===== src/rtl/hart_issue_sched_if.sv =====
// Bundle of signals between the main controller/IF stage and the hart issue scheduler.
// The controller side drives miss/refill reports; the scheduler drives issue and restart.
interface hart_issue_sched_if #(
  parameter int HART_NUM  = 4,
  parameter int HART_ID_W = 2,
  parameter int ADDR_W    = 32
);
  logic [HART_NUM-1:0]  hart_active;
  logic                 issue_stall;
  logic                 cache_miss;
  logic [HART_ID_W-1:0] cm_hart_id;
  logic [ADDR_W-1:0]    cm_addr;
  logic                 refill_done;
  logic [HART_ID_W-1:0] refill_hart_id;
  logic [HART_ID_W-1:0] issue_id;
  logic                 issue_valid;
  logic                 restart_en;
  logic [HART_ID_W-1:0] restart_id;
  logic [ADDR_W-1:0]    restart_pc;
  logic [HART_NUM-1:0]  hart_waiting;

  modport master (
    output hart_active, issue_stall, cache_miss, cm_hart_id, cm_addr,
           refill_done, refill_hart_id,
    input  issue_id, issue_valid, restart_en, restart_id, restart_pc, hart_waiting
  );

  modport slave (
    input  hart_active, issue_stall, cache_miss, cm_hart_id, cm_addr,
           refill_done, refill_hart_id,
    output issue_id, issue_valid, restart_en, restart_id, restart_pc, hart_waiting
  );
endinterface


===== src/rtl/hart_issue_sched.sv =====
// Per-cycle hart scheduler: parks harts on cache misses, restarts them after refill,
// and picks the fetch hart round-robin among READY harts.
module hart_issue_sched #(
  parameter int HART_NUM  = 4,
  parameter int HART_ID_W = 2,
  parameter int ADDR_W    = 32
) (
  input  logic              clk,
  input  logic              reset_,
  hart_issue_sched_if.slave bus
);

  typedef enum logic [1:0] {IDLE, READY, WAIT, RESUME} hart_state_e;

  hart_state_e          state_q    [HART_NUM];
  hart_state_e          state_d    [HART_NUM];
  logic [ADDR_W-1:0]    saved_pc_q [HART_NUM];
  logic [ADDR_W-1:0]    saved_pc_d [HART_NUM];
  logic [HART_NUM-1:0]  next_ready;
  logic [HART_NUM-1:0]  waiting;

  logic [HART_ID_W-1:0] ptr_q, ptr_d;
  logic [HART_ID_W-1:0] issue_id_q, issue_id_d;
  logic                 issue_valid_q, issue_valid_d;
  logic                 restart_en_q, restart_en_d;
  logic [HART_ID_W-1:0] restart_id_q, restart_id_d;
  logic [ADDR_W-1:0]    restart_pc_q, restart_pc_d;

  // NOTE: every signal written here gets a default first so no latch is inferred.
  always_comb begin : hart_next
    logic miss_hit;
    logic refill_hit;
    miss_hit     = 1'b0;
    refill_hit   = 1'b0;
    next_ready   = '0;
    restart_en_d = 1'b0;
    restart_id_d = restart_id_q;
    restart_pc_d = restart_pc_q;
    for (int i = 0; i < HART_NUM; i++) begin
      miss_hit      = bus.cache_miss  && (bus.cm_hart_id     == HART_ID_W'(i));
      refill_hit    = bus.refill_done && (bus.refill_hart_id == HART_ID_W'(i));
      state_d[i]    = state_q[i];
      saved_pc_d[i] = saved_pc_q[i];
      // Deactivation beats every other event and drops any parked miss.
      if (!bus.hart_active[i]) begin
        state_d[i]    = IDLE;
        saved_pc_d[i] = '0;
      end else begin
        case (state_q[i])
          IDLE:  state_d[i] = READY;
          READY: begin
            if (miss_hit) begin
              state_d[i]    = WAIT;
              saved_pc_d[i] = bus.cm_addr;
            end
          end
          WAIT: begin
            if (miss_hit) begin
              saved_pc_d[i] = bus.cm_addr;
            end else if (refill_hit) begin
              state_d[i]   = RESUME;
              restart_en_d = 1'b1;
              restart_id_d = HART_ID_W'(i);
              restart_pc_d = saved_pc_q[i];
            end
          end
          RESUME: begin
            state_d[i] = READY;
            if (miss_hit) saved_pc_d[i] = bus.cm_addr;
          end
          default: state_d[i] = IDLE;
        endcase
      end
      next_ready[i] = (state_d[i] == READY);
    end
  end

  always_comb begin : issue_select
    logic [HART_ID_W-1:0] cand;
    cand          = '0;
    issue_id_d    = issue_id_q;
    ptr_d         = ptr_q;
    issue_valid_d = 1'b0;
    if (bus.issue_stall && next_ready[issue_id_q]) begin
      issue_valid_d = 1'b1;
    end else begin
      // Scan from the farthest offset down so the nearest candidate after ptr wins.
      for (int k = HART_NUM; k >= 1; k--) begin
        cand = ptr_q + HART_ID_W'(k);
        if (next_ready[cand]) begin
          issue_id_d    = cand;
          ptr_d         = cand;
          issue_valid_d = 1'b1;
        end
      end
    end
  end

  // NOTE: sequential state uses non-blocking assignments only.
  always_ff @(posedge clk) begin
    if (!reset_) begin
      // NOTE: the saved-PC array is reset explicitly; it is a small register file, not a RAM.
      for (int i = 0; i < HART_NUM; i++) begin
        state_q[i]    <= IDLE;
        saved_pc_q[i] <= '0;
      end
      ptr_q         <= HART_ID_W'(HART_NUM - 1);
      issue_id_q    <= '0;
      issue_valid_q <= 1'b0;
      restart_en_q  <= 1'b0;
      restart_id_q  <= '0;
      restart_pc_q  <= '0;
    end else begin
      for (int i = 0; i < HART_NUM; i++) begin
        state_q[i]    <= state_d[i];
        saved_pc_q[i] <= saved_pc_d[i];
      end
      ptr_q         <= ptr_d;
      issue_id_q    <= issue_id_d;
      issue_valid_q <= issue_valid_d;
      restart_en_q  <= restart_en_d;
      restart_id_q  <= restart_id_d;
      restart_pc_q  <= restart_pc_d;
    end
  end

  always_comb begin
    waiting = '0;
    for (int i = 0; i < HART_NUM; i++) waiting[i] = (state_q[i] == WAIT);
  end

  assign bus.issue_id     = issue_id_q;
  assign bus.issue_valid  = issue_valid_q;
  assign bus.restart_en   = restart_en_q;
  assign bus.restart_id   = restart_id_q;
  assign bus.restart_pc   = restart_pc_q;
  assign bus.hart_waiting = waiting;

endmodule


===== src/flat_wrapper.sv =====
// flat-port wrapper written by rule: the top's interface ports become plain ports
module hart_issue_sched_flat 
#(
  parameter int HART_NUM  = 4,
  parameter int HART_ID_W = 2,
  parameter int ADDR_W    = 32
)
  (clk, reset_, bus_hart_active, bus_issue_stall, bus_cache_miss, bus_cm_hart_id, bus_cm_addr, bus_refill_done, bus_refill_hart_id, bus_issue_id, bus_issue_valid, bus_restart_en, bus_restart_id, bus_restart_pc, bus_hart_waiting);
  hart_issue_sched_if #(.HART_NUM(HART_NUM), .HART_ID_W(HART_ID_W), .ADDR_W(ADDR_W)) bus_i ();
  input  logic clk;
  input  logic reset_;
  input wire logic [$bits(bus_i.hart_active)-1:0] bus_hart_active;
  input wire logic [$bits(bus_i.issue_stall)-1:0] bus_issue_stall;
  input wire logic [$bits(bus_i.cache_miss)-1:0] bus_cache_miss;
  input wire logic [$bits(bus_i.cm_hart_id)-1:0] bus_cm_hart_id;
  input wire logic [$bits(bus_i.cm_addr)-1:0] bus_cm_addr;
  input wire logic [$bits(bus_i.refill_done)-1:0] bus_refill_done;
  input wire logic [$bits(bus_i.refill_hart_id)-1:0] bus_refill_hart_id;
  output wire logic [$bits(bus_i.issue_id)-1:0] bus_issue_id;
  output wire logic [$bits(bus_i.issue_valid)-1:0] bus_issue_valid;
  output wire logic [$bits(bus_i.restart_en)-1:0] bus_restart_en;
  output wire logic [$bits(bus_i.restart_id)-1:0] bus_restart_id;
  output wire logic [$bits(bus_i.restart_pc)-1:0] bus_restart_pc;
  output wire logic [$bits(bus_i.hart_waiting)-1:0] bus_hart_waiting;
  assign bus_i.hart_active = bus_hart_active;
  assign bus_i.issue_stall = bus_issue_stall;
  assign bus_i.cache_miss = bus_cache_miss;
  assign bus_i.cm_hart_id = bus_cm_hart_id;
  assign bus_i.cm_addr = bus_cm_addr;
  assign bus_i.refill_done = bus_refill_done;
  assign bus_i.refill_hart_id = bus_refill_hart_id;
  assign bus_issue_id = bus_i.issue_id;
  assign bus_issue_valid = bus_i.issue_valid;
  assign bus_restart_en = bus_i.restart_en;
  assign bus_restart_id = bus_i.restart_id;
  assign bus_restart_pc = bus_i.restart_pc;
  assign bus_hart_waiting = bus_i.hart_waiting;
  hart_issue_sched #(.HART_NUM(HART_NUM), .HART_ID_W(HART_ID_W), .ADDR_W(ADDR_W)) u_core (.clk(clk), .reset_(reset_), .bus(bus_i));
endmodule

===== config.mk =====
export PLATFORM = sky130hd
export DESIGN_NAME = hart_issue_sched_flat
export DESIGN_NICKNAME = d
export VERILOG_FILES = /design/src/rtl/hart_issue_sched_if.sv /design/src/rtl/hart_issue_sched.sv /design/src/flat_wrapper.sv
export SDC_FILE = /design/constraint.sdc
export NUM_CORES = 1
export LEC_CHECK = 0
export CAP_MARGIN = 20
export CELL_PAD_IN_SITES_DETAIL_PLACEMENT = 1
export CELL_PAD_IN_SITES_GLOBAL_PLACEMENT = 2
export CORE_MARGIN = 5
export CORE_UTILIZATION = 36
export CTS_CLUSTER_SIZE = 25
export DETAILED_ROUTE_END_ITERATION = 12
export HOLD_SLACK_MARGIN = 0.15
export PLACE_DENSITY_LB_ADDON = 0.1
export SYNTH_ARGS = -nofsm -noshare
export SYNTH_HDL_FRONTEND = slang
export SYNTH_SLANG_ARGS = --single-unit

===== constraint.sdc =====
create_clock -name clk -period 8.3 [get_ports clk]
set_input_delay 1.66 -clock clk [delete_from_list [all_inputs] [get_ports clk]]
set_output_delay 1.66 -clock clk [all_outputs]
set_load 0.05 [all_outputs]

==> impl_metrics.ini, run 1 <==
[sta]
slew_headroom = 0.297
worstMarginPinSlew_ns = 1.05
period_needed_ns = 4.13
fmax_mhz = 242
setup_viol = 0
fin_skew_ns = 0.0127
rsz0062_at_grt = no
slew_viol_final = 0
hold_violations = 0
fin_ws_ns = 4.17
post-route-period-util = 0.498
setup_tns_ns = 0

[floorplanning]
core-area_um2 = 21000
die_h_um = 156
die_w_um = 156
fp-row-count = 53
ios = 87
die_area_um2 = 24200
start_util = 0.365

[placement]
place_hpwl_mm = 14.1
place.gp.congestion = 0.771
place_ws_ns = 3.74
io_buffers = 86

[final_layout]
syn_to_final_growth_pct = 21.0
final_cell_mix = 271 x nand2_1, 176 x dfxtp_1, 134 x a21oi_1
regArea_um2 = 3520
fin_nets = 1074
layout-drive-gt1-share = 0.0691
num_antenna_cells = 0
multiInputGateArea_um2 = 3840
fillerInstances = 2550
final_common_cell = nand2_1

[clocking]
cts_resized = 0
cts_root_buf = clkbuf_16
clockBufferDepth = 2
postCtsHoldBufs = 0
cts_buffers = 17
post_cts_buffers = 0
clock-sinks = 176
clock_latency_ns = 0.43
ctsHtreeMaxLevel = 4
clk_pin_slew_ns = 0.07
tritoncts = built

[worst_setup_path]
worstPathRequired_ns = 8.62
startpoint_type = primary input
crit_type = in -> reg
critPathMaxFanout = 7
end_kind = register
worstPathArrival_ns = 4.45

[global_route]
globalRouteOverflowTotal = 0
gr-usage-all-layers = 0.207
met3_usage = 0.0352
grt_pass1_wl_mm = 39.1
grt_max_degree = 68
grt_pass1_vias = 6876
grt_busiest_layer = met2
antenna_found_initial = 0
use_met1 = 0.275
grt_use_met2 = 0.351

[synthesis]
yosys_most_used_dff = dfxtp_1
ys_ff_latch = 176
syn_area_um2 = 7640
synth_cells = 965
synthArstFlopShare = 0
synth_area_per_cell_um2 = 7.92
yosys_warnings = 0
synth_nets = 1025
synth_edf_count = 0
synth.yosys.seq_area_share = 0.461
ys_types = 52

[power_and_ir_drop]
p_per_area_nw_per_um2 = 200
p_total_mw = 1.85
cellLeakagePower_nw = 3.33
vdd_ir_drop_max_mv = 0.122

[flow_run]
maxCapViolations = 0

[detailed_routing]
wirelength_mm = 24.7
route.vias.total = 6783
firstDrtPassIters = 4
drt_iter0_drc = 266
drtAntennaViolNets = 0
drc = 0
viasPerCell = 5.21
wl_per_cell_um = 19.0

[min_path]
worstHoldPathType = reg -> reg

[run_status]
status = complete, no violations
cell usage after synthesis, types with 2 or more instances:
library cell	count	area, um2
a21oi_1	134	671
nor3b_1	4	30.0
o22ai_1	4	25.0
nand3_1	6	30.0
nand2b_1	7	43.8
nand3b_1	3	22.5
o2111ai_4	2	52.6
dfxtp_1	176	3520
o221ai_1	2	17.5
o21ai_0	4	20.0
and3_1	2	12.5
nor2b_1	8	50.1
nor3_1	33	165
nor3_2	2	20.0
inv_1	11	41.3
clkbuf_1	64	240
ha_1	15	188
nor2_1	80	300
nand2_1	275	1030
mux2i_1	34	340
a211oi_1	64	480
and2_1	3	18.8
buf_2	3	15.0
registers in the layout, indices dropped and copies added, names as in the netlist:
| signal | flops |
|---|---|
| u_core.state_q | 8 |
| u_core.saved_pc_q | 128 |
| u_core.bus.restart_id | 2 |
| u_core.bus.restart_en | 1 |
| u_core.ptr_q | 2 |
| u_core.bus.restart_pc | 32 |
| u_core.bus.issue_valid | 1 |
| u_core.bus.issue_id | 2 |
cell type report:
class,instances,share of cell area
Sequential cell,176,0.381
Timing Repair Buffer,98,0.103
Inverter,12,0.00487
Clock buffer,19,0.0468
Multi-Input combinational cell,709,0.415
Tap cell,275,0.0372
Clock inverter,13,0.0116
per-layer routing:
layer,up-vias,part of all wire
li1,3384,-
met1,3277,0.47
met5,-,0
met3,8,0.043
met2,114,0.49
met4,0,0.0050
critical path, cell delays in order:
cell,delay [ns]
clkdlybuf4s50_1,0.51
and3b_1,0.37
nor3_2,0.09
o311ai_2,0.46
nor3b_1,0.13
o41ai_2,0.62
nor3b_1,0.26
mux2_2,0.35
cell families after synthesis:
group,Yosys count,synth area share
DFF,176,0.461
adders and majority gates,15,0.0246
muxes,36,0.0489
AOI/OAI and AO/OA,226,0.187
buffers and inverters,80,0.0408
and+or+nand+nor,432,0.238
stage by stage:
step | cells | util | area [um2] | hold WS, ns
final | 1302 | 0.441 | 9250 | 0.456
after global routing | 1302 | 0.441 | 9250 | 0.472
after CTS | 1302 | 0.441 | 9250 | 0.457
after detailed placement | 1270 | 0.415 | 8700 | 0.447
after global placement | 1270 | 0.415 | 8700 | 0.443
after floorplan | 965 | - | 7640 | 0.436
where the power goes:
group	switching [mW]	leakage [nW]	total (mW)	internal, mW
Sequential	0.0177	1.42	0.877	0.859
Clock	0.368	0.252	0.757	0.389
Combinational	0.132	1.66	0.217	0.0849
Total	0.517	3.33	1.85	1.33
path summary, 6_finish.rpt:
kind	slack (ns)	start	endpoint	cells after the start
setup / recovery	4.17	bus_cm_hart_id[0]	u_core.ptr_q[0]$_SDFFE_PN1P_	8
hold / removal	0.46	u_core.saved_pc_q[0][13]$_SDFFE_PN0P_	u_core.saved_pc_q[0][13]$_SDFFE_PN0P_	2
setup reg to reg	5.35	u_core.state_q[2][0]$_SDFF_PN0_	u_core.bus.issue_id[0]$_SDFFE_PN0P_	9
hold reg to reg	0.46	u_core.saved_pc_q[0][13]$_SDFFE_PN0P_	u_core.saved_pc_q[0][13]$_SDFFE_PN0P_	2
Note: power is estimated with default switching activity, not from simulation.
==> run 2, diff against run 1 <==
CORE_UTILIZATION = 30   (was 36)
clock period = 3.4 ns   (was 8.3 ns; I/O delays follow)
==> run 2 against run 1 <==
Critical endpoint unchanged. Core utilization is 6.0 points lower. Setup slack worse by 3.7 ns. Critical path type unchanged. Global-route usage down 2.1 points. Total power increased by 150%.
==> impl_metrics.ini, run 2 (synthesis gave the netlist of run 1 again) <==
[clocking]
cts_buffers = 17
clock_latency_ns = 0.44
postCtsHoldBufs = 0
ctsHtreeMaxLevel = 4
post_cts_buffers = 0
tritoncts = built
clockBufferDepth = 2
clk_pin_slew_ns = 0.08
clock-sinks = 176
cts_resized = 0
cts_root_buf = clkbuf_16

[sta]
fin_skew_ns = 0.0214
slew_viol_final = 0
post-route-period-util = 0.874
rsz0062_at_grt = no
hold_violations = 0
setup_viol = 0
whs_ns = 0.456
setup_tns_ns = 0
fmax_mhz = 337
worstMarginPinSlew_ns = 0.570
period_needed_ns = 2.97
slew_headroom = 0.620

[placement]
post-place-cells = 1347
place_hpwl_mm = 15.6
io_buffers = 86
postPlaceCellArea_um2 = 9030
place.gp.congestion = 0.765

[worst_setup_path]
cp_cell_sequence = clkdlybuf4s50_1 > and3b_1 > nor3_2 > o311ai_2 > nor2b_1 > mux4_2 > nor3b_1 > mux2_2
end_kind = register
rr_worst_depth = 9
r2r_slack_ns = 0.45
max_stage_delay_ns = 0.53
worstPathRequired_ns = 3.74
reg2reg_from = u_core.state_q[2][0]$_SDFF_PN0_
crit_type = in -> reg
crit_start = bus_cm_hart_id[0]
critPathMaxFanout = 6
cp_slowest_cell = mux4_2
worstPathArrival_ns = 3.31
endpoint = u_core.ptr_q[0]$_SDFFE_PN1P_
r2r-end = u_core.ptr_q[0]$_SDFFE_PN1P_
startpoint_type = primary input

[floorplanning]
core-area_um2 = 25100
die_h_um = 170
start_util = 0.304
ios = 87
fp-row-count = 58
die_w_um = 170
die_area_um2 = 28800

[power_and_ir_drop]
vdd_ir_drop_max_mv = 0.267
cellLeakagePower_nw = 3.48
p_total_mw = 4.60
p_per_area_nw_per_um2 = 480

[run_status]
status = complete, no violations

[final_layout]
fin_nets = 1096
syn_to_final_growth_pct = 25.4
regMostFlops = u_core.saved_pc_q
stdcell_area_um2 = 9580
final_common_cell = nand2_1
layout-drive-gt1-share = 0.0848
num_antenna_cells = 0
stdcell_count = 1379
fillerInstances = 3044
final_cell_mix = 275 x nand2_1, 176 x dfxtp_1, 134 x a21oi_1
largest_reg_flops = 128

[min_path]
worstHoldPathType = reg -> reg
holdCritStartpoint = u_core.saved_pc_q[0][24]$_SDFFE_PN0P_

[detailed_routing]
drc = 0
drt_iter0_drc = 288
drtAntennaViolNets = 0
firstDrtPassIters = 4
viasPerCell = 5.04
wl_per_cell_um = 19.1
wirelength_mm = 26.3
route.vias.total = 6953

[flow_run]
maxCapViolations = 0

[global_route]
globalRouteOverflowTotal = 0
antenna_found_initial = 1
gr-usage-all-layers = 0.186
grt_max_degree = 68
grt_pass1_wl_mm = 41.8
grt_pass1_vias = 7351
run 2: changes by cell type in the layout (fill, tap and decap cells not counted), sizes merged:
cell    previous run  this run
inv               16        17
clkbuf            19        18
buf               12        34
run 2: metal layers:
metal  GRT usage  up-vias  part of all wire
li1            -     3417                 -
met1       0.247     3412              0.47
met4      0.0427        2            0.0083
met3      0.0305       15             0.032
met2       0.317      107              0.49
met5           0        -           0.00042
run 2: area by class of cell:
cell class / instances / area (um2) / share of cell area
clock inverters: 14 / 126 / 0.0132
flip-flops and latches: 176 / 3520 / 0.368
well taps: 330 / 413 / 0.0431
clock buffers: 18 / 429 / 0.0448
multi-input cells: 709 / 3830 / 0.400
inverters: 12 / 45.0 / 0.00470
repair buffers: 120 / 1220 / 0.127
run 2: stage by stage:
stage,setup slack [ns],util
2_1_floorplan,0.485,-
3_3_place_gp,-0.0197,0.360
3_5_place_dp,-0.0632,0.360
4_1_cts,0.412,0.382
5_1_grt,0.192,0.382
6_report,0.428,0.382
run 2: how the worst min path moves through the flow:
stage | cells after the start | endpoint
floorplan | 2 | u_core.saved_pc_q[0][0]$_SDFFE_PN0P_
global placement | 2 | u_core.saved_pc_q[0][27]$_SDFFE_PN0P_
detailed placement | 2 | u_core.saved_pc_q[3][3]$_SDFFE_PN0P_
CTS | 2 | u_core.saved_pc_q[2][26]$_SDFFE_PN0P_
global route | 2 | u_core.saved_pc_q[0][7]$_SDFFE_PN0P_
finish | 2 | u_core.saved_pc_q[0][24]$_SDFFE_PN0P_
run 2: worst max-delay path: cells and delay by family:
family	cells	cell delay (ns)
AO/OA/AOI/OAI	1	0.45
buffers and inverters	1	0.48
multiplexers	2	0.88
AND/OR/NAND/NOR	4	0.81
run 2: power breakdown:
part           total, mW  internal [mW]  switching, mW
sequential          2.14           2.10         0.0427
clock               1.90          0.960          0.940
combinational      0.557          0.229          0.328
==> run 3, diff against run 2 <==
ABC_AREA = 1   (was default)
CORE_UTILIZATION = 29   (was 30)
REMOVE_ABC_BUFFERS = 1   (was default)
==> run 3 against run 2 <==
Sequential power is essentially flat. Sequential share of layout area grew 0.36 points. Count of clock-buffer cells in the layout grew 1. Via count is the same. Critical path type is now reg -> out. Largest power group is now clock.
==> impl_metrics.ini, run 3 <==
[run_status]
status = complete, no violations

[sta]
rsz0062_at_grt = no
fin_skew_ns = 0.0125
hold_violations = 0
post-route-period-util = 0.779
setup_viol = 0
fmax_mhz = 377
slew_headroom = 0.325
whs_ns = 0.453
worstMarginPinSlew_ns = 1.01
setup_tns_ns = 0
period_needed_ns = 2.65
slew_viol_final = 0
fin_ws_ns = 0.751

[global_route]
antenna_found_initial = 0
grt_pass1_wl_mm = 41.5
globalRouteOverflowTotal = 0
grt_max_degree = 59
grt_pass1_vias = 7150
gr-usage-all-layers = 0.181

[synthesis]
yosys_warnings = 0
ys_types = 30
synth_top_cells_by_area = dfxtp_1 46%, o21ai_0 13%, a21oi_1 8.5%
synth_area_per_cell_um2 = 7.58
syn_area_um2 = 7620
synthTopCellsByCount = 204 x o21ai_0, 176 x dfxtp_1, 147 x nor2_1, 129 x a21oi_1
netlist.area_leader.share = 0.463
synthArstFlopShare = 0
synth_cells = 1005
yosys_most_used_dff = dfxtp_1
synth.most_common_cell = o21ai_0
synth_edf_count = 0
synth.yosys.seq_area_share = 0.463
yosysTopAreaCell = dfxtp_1
ys_ff_latch = 176

[worst_setup_path]
critPathMaxFanout = 3
startpoint_type = register
cp.depth = 3
rr_worst_depth = 9
endpoint = bus_hart_waiting[0]
r2r_slack_ns = 1.06
worst-path-buf-inv = 2
worstPathArrival_ns = 1.97
crit_start = u_core.state_q[0][0]$_SDFF_PN0_
end_kind = primary output
worstPathRequired_ns = 2.72
r2r-end = u_core.bus.restart_pc[23]$_SDFF_PN0_
reg2reg_from = u_core.state_q[1][0]$_SDFF_PN0_
cp_cell_sequence = inv_1 > ha_1 > clkdlybuf4s50_1
crit_family = buffers and inverters
max_stage_delay_ns = 0.84
cp_slowest_cell = clkdlybuf4s50_1
crit_type = reg -> out

[clocking]
clk_pin_slew_ns = 0.07
cts_resized = 0
cts_buffers = 17
clockBufferDepth = 2
tritoncts = built
clock-sinks = 176
ctsHtreeMaxLevel = 4
clock_latency_ns = 0.43
cts_root_buf = clkbuf_16
postCtsHoldBufs = 0
post_cts_buffers = 0

[detailed_routing]
drc = 0
drt_iter0_drc = 359
viasPerCell = 4.92
route.vias.total = 6953
firstDrtPassIters = 6
wl_per_cell_um = 18.4
wirelength_mm = 26.0
drtAntennaViolNets = 0

[final_layout]
fin_nets = 1125
syn_to_final_growth_pct = 24.6
largest_reg_flops = 128
final_cell_mix = 204 x o21ai_0, 176 x dfxtp_1, 144 x nor2_1
final_common_cell = o21ai_0
fillerInstances = 3109
num_antenna_cells = 0
regMostFlops = u_core.saved_pc_q
layout-drive-gt1-share = 0.0799

[floorplanning]
die_w_um = 172
fp-row-count = 59
core-area_um2 = 26000
ios = 87
die_h_um = 172
die_area_um2 = 29600
start_util = 0.293

[placement]
io_buffers = 86
place_ws_ns = 0.474
place.gp.congestion = 0.714
place_hpwl_mm = 15.8

[min_path]
min_path_cells = 2
worstHoldPathType = reg -> reg

[power_and_ir_drop]
vdd_ir_drop_max_mv = 0.345
p_per_area_nw_per_um2 = 528
cellLeakagePower_nw = 3.81

[flow_run]
maxCapViolations = 0
[run 3: cell types whose count changed after synthesis, sizes merged, moves of 34 or more]
cell    change
nor3       -34
inv        +75
nor2       +70
nand2     -189
o21ai     +202
a211oi     -62
[run 3: how the worst min path moves through the flow]
stage                                                from                                    end  slack [ns]
finish               u_core.saved_pc_q[0][1]$_SDFFE_PN0P_   u_core.saved_pc_q[0][1]$_SDFFE_PN0P_        0.45
CTS                 u_core.saved_pc_q[0][17]$_SDFFE_PN0P_  u_core.saved_pc_q[0][17]$_SDFFE_PN0P_        0.46
floorplan           u_core.saved_pc_q[0][10]$_SDFFE_PN0P_  u_core.saved_pc_q[0][10]$_SDFFE_PN0P_        0.43
global placement    u_core.saved_pc_q[0][17]$_SDFFE_PN0P_  u_core.saved_pc_q[0][17]$_SDFFE_PN0P_        0.44
detailed placement  u_core.saved_pc_q[0][17]$_SDFFE_PN0P_  u_core.saved_pc_q[0][17]$_SDFFE_PN0P_        0.44
global route        u_core.saved_pc_q[0][14]$_SDFFE_PN0P_  u_core.saved_pc_q[0][14]$_SDFFE_PN0P_        0.48
[run 3: layout make-up]
cell class | instances | area (um2) | area share
multi-input combinational | 677 | 3530 | 0.372
sequential | 176 | 3520 | 0.371
timing repair buffer | 106 | 1050 | 0.110
clock buffer | 19 | 453 | 0.0477
tap | 335 | 419 | 0.0442
inverter | 87 | 327 | 0.0344
clock inverter | 12 | 194 | 0.0204
[run 3: logic make-up after synthesis]
logic type	Yosys count	share of synthesized area
AO/OA/AOI/OAI	383	0.273
adder cells (fa/ha/maj)	15	0.0246
buffers and inverters	152	0.0784
flip-flops	176	0.463
multiplexers	8	0.0105
AND/OR/NAND/NOR	271	0.150
[run 3: tightest hold or removal path: stages, from the launching register on]
cell and delay (ns):
dfxtp_1 0.30, inv_1 0.06, a21oi_1 0.05
[run 3: power by group]
group / leakage, nW / total [mW] / internal (mW) / switching, mW
logic: 2.08 / 0.660 / 0.230 / 0.429
registers: 1.42 / 2.15 / 2.11 / 0.0429
clock network: 0.315 / 2.21 / 1.29 / 0.916
[run 3: stage by stage]
stage	cells	cell area (um2)	util	power, mW
global placement	1381	8840	0.340	2.87
global route	1412	9490	0.365	5.26
finish	1412	9490	0.365	5.01
floorplan	940	7350	-	2.61
CTS	1412	9490	0.365	5.09
detailed placement	1381	8840	0.340	2.87
[run 3: metal layers]
metal  global-route usage  part of all wire  vias up
met5                    0                 0        -
li1                     -                 -     3495
met1                0.251              0.49     3348
met3               0.0288             0.029       14
met4               0.0373            0.0085        0
met2                0.299              0.47       96
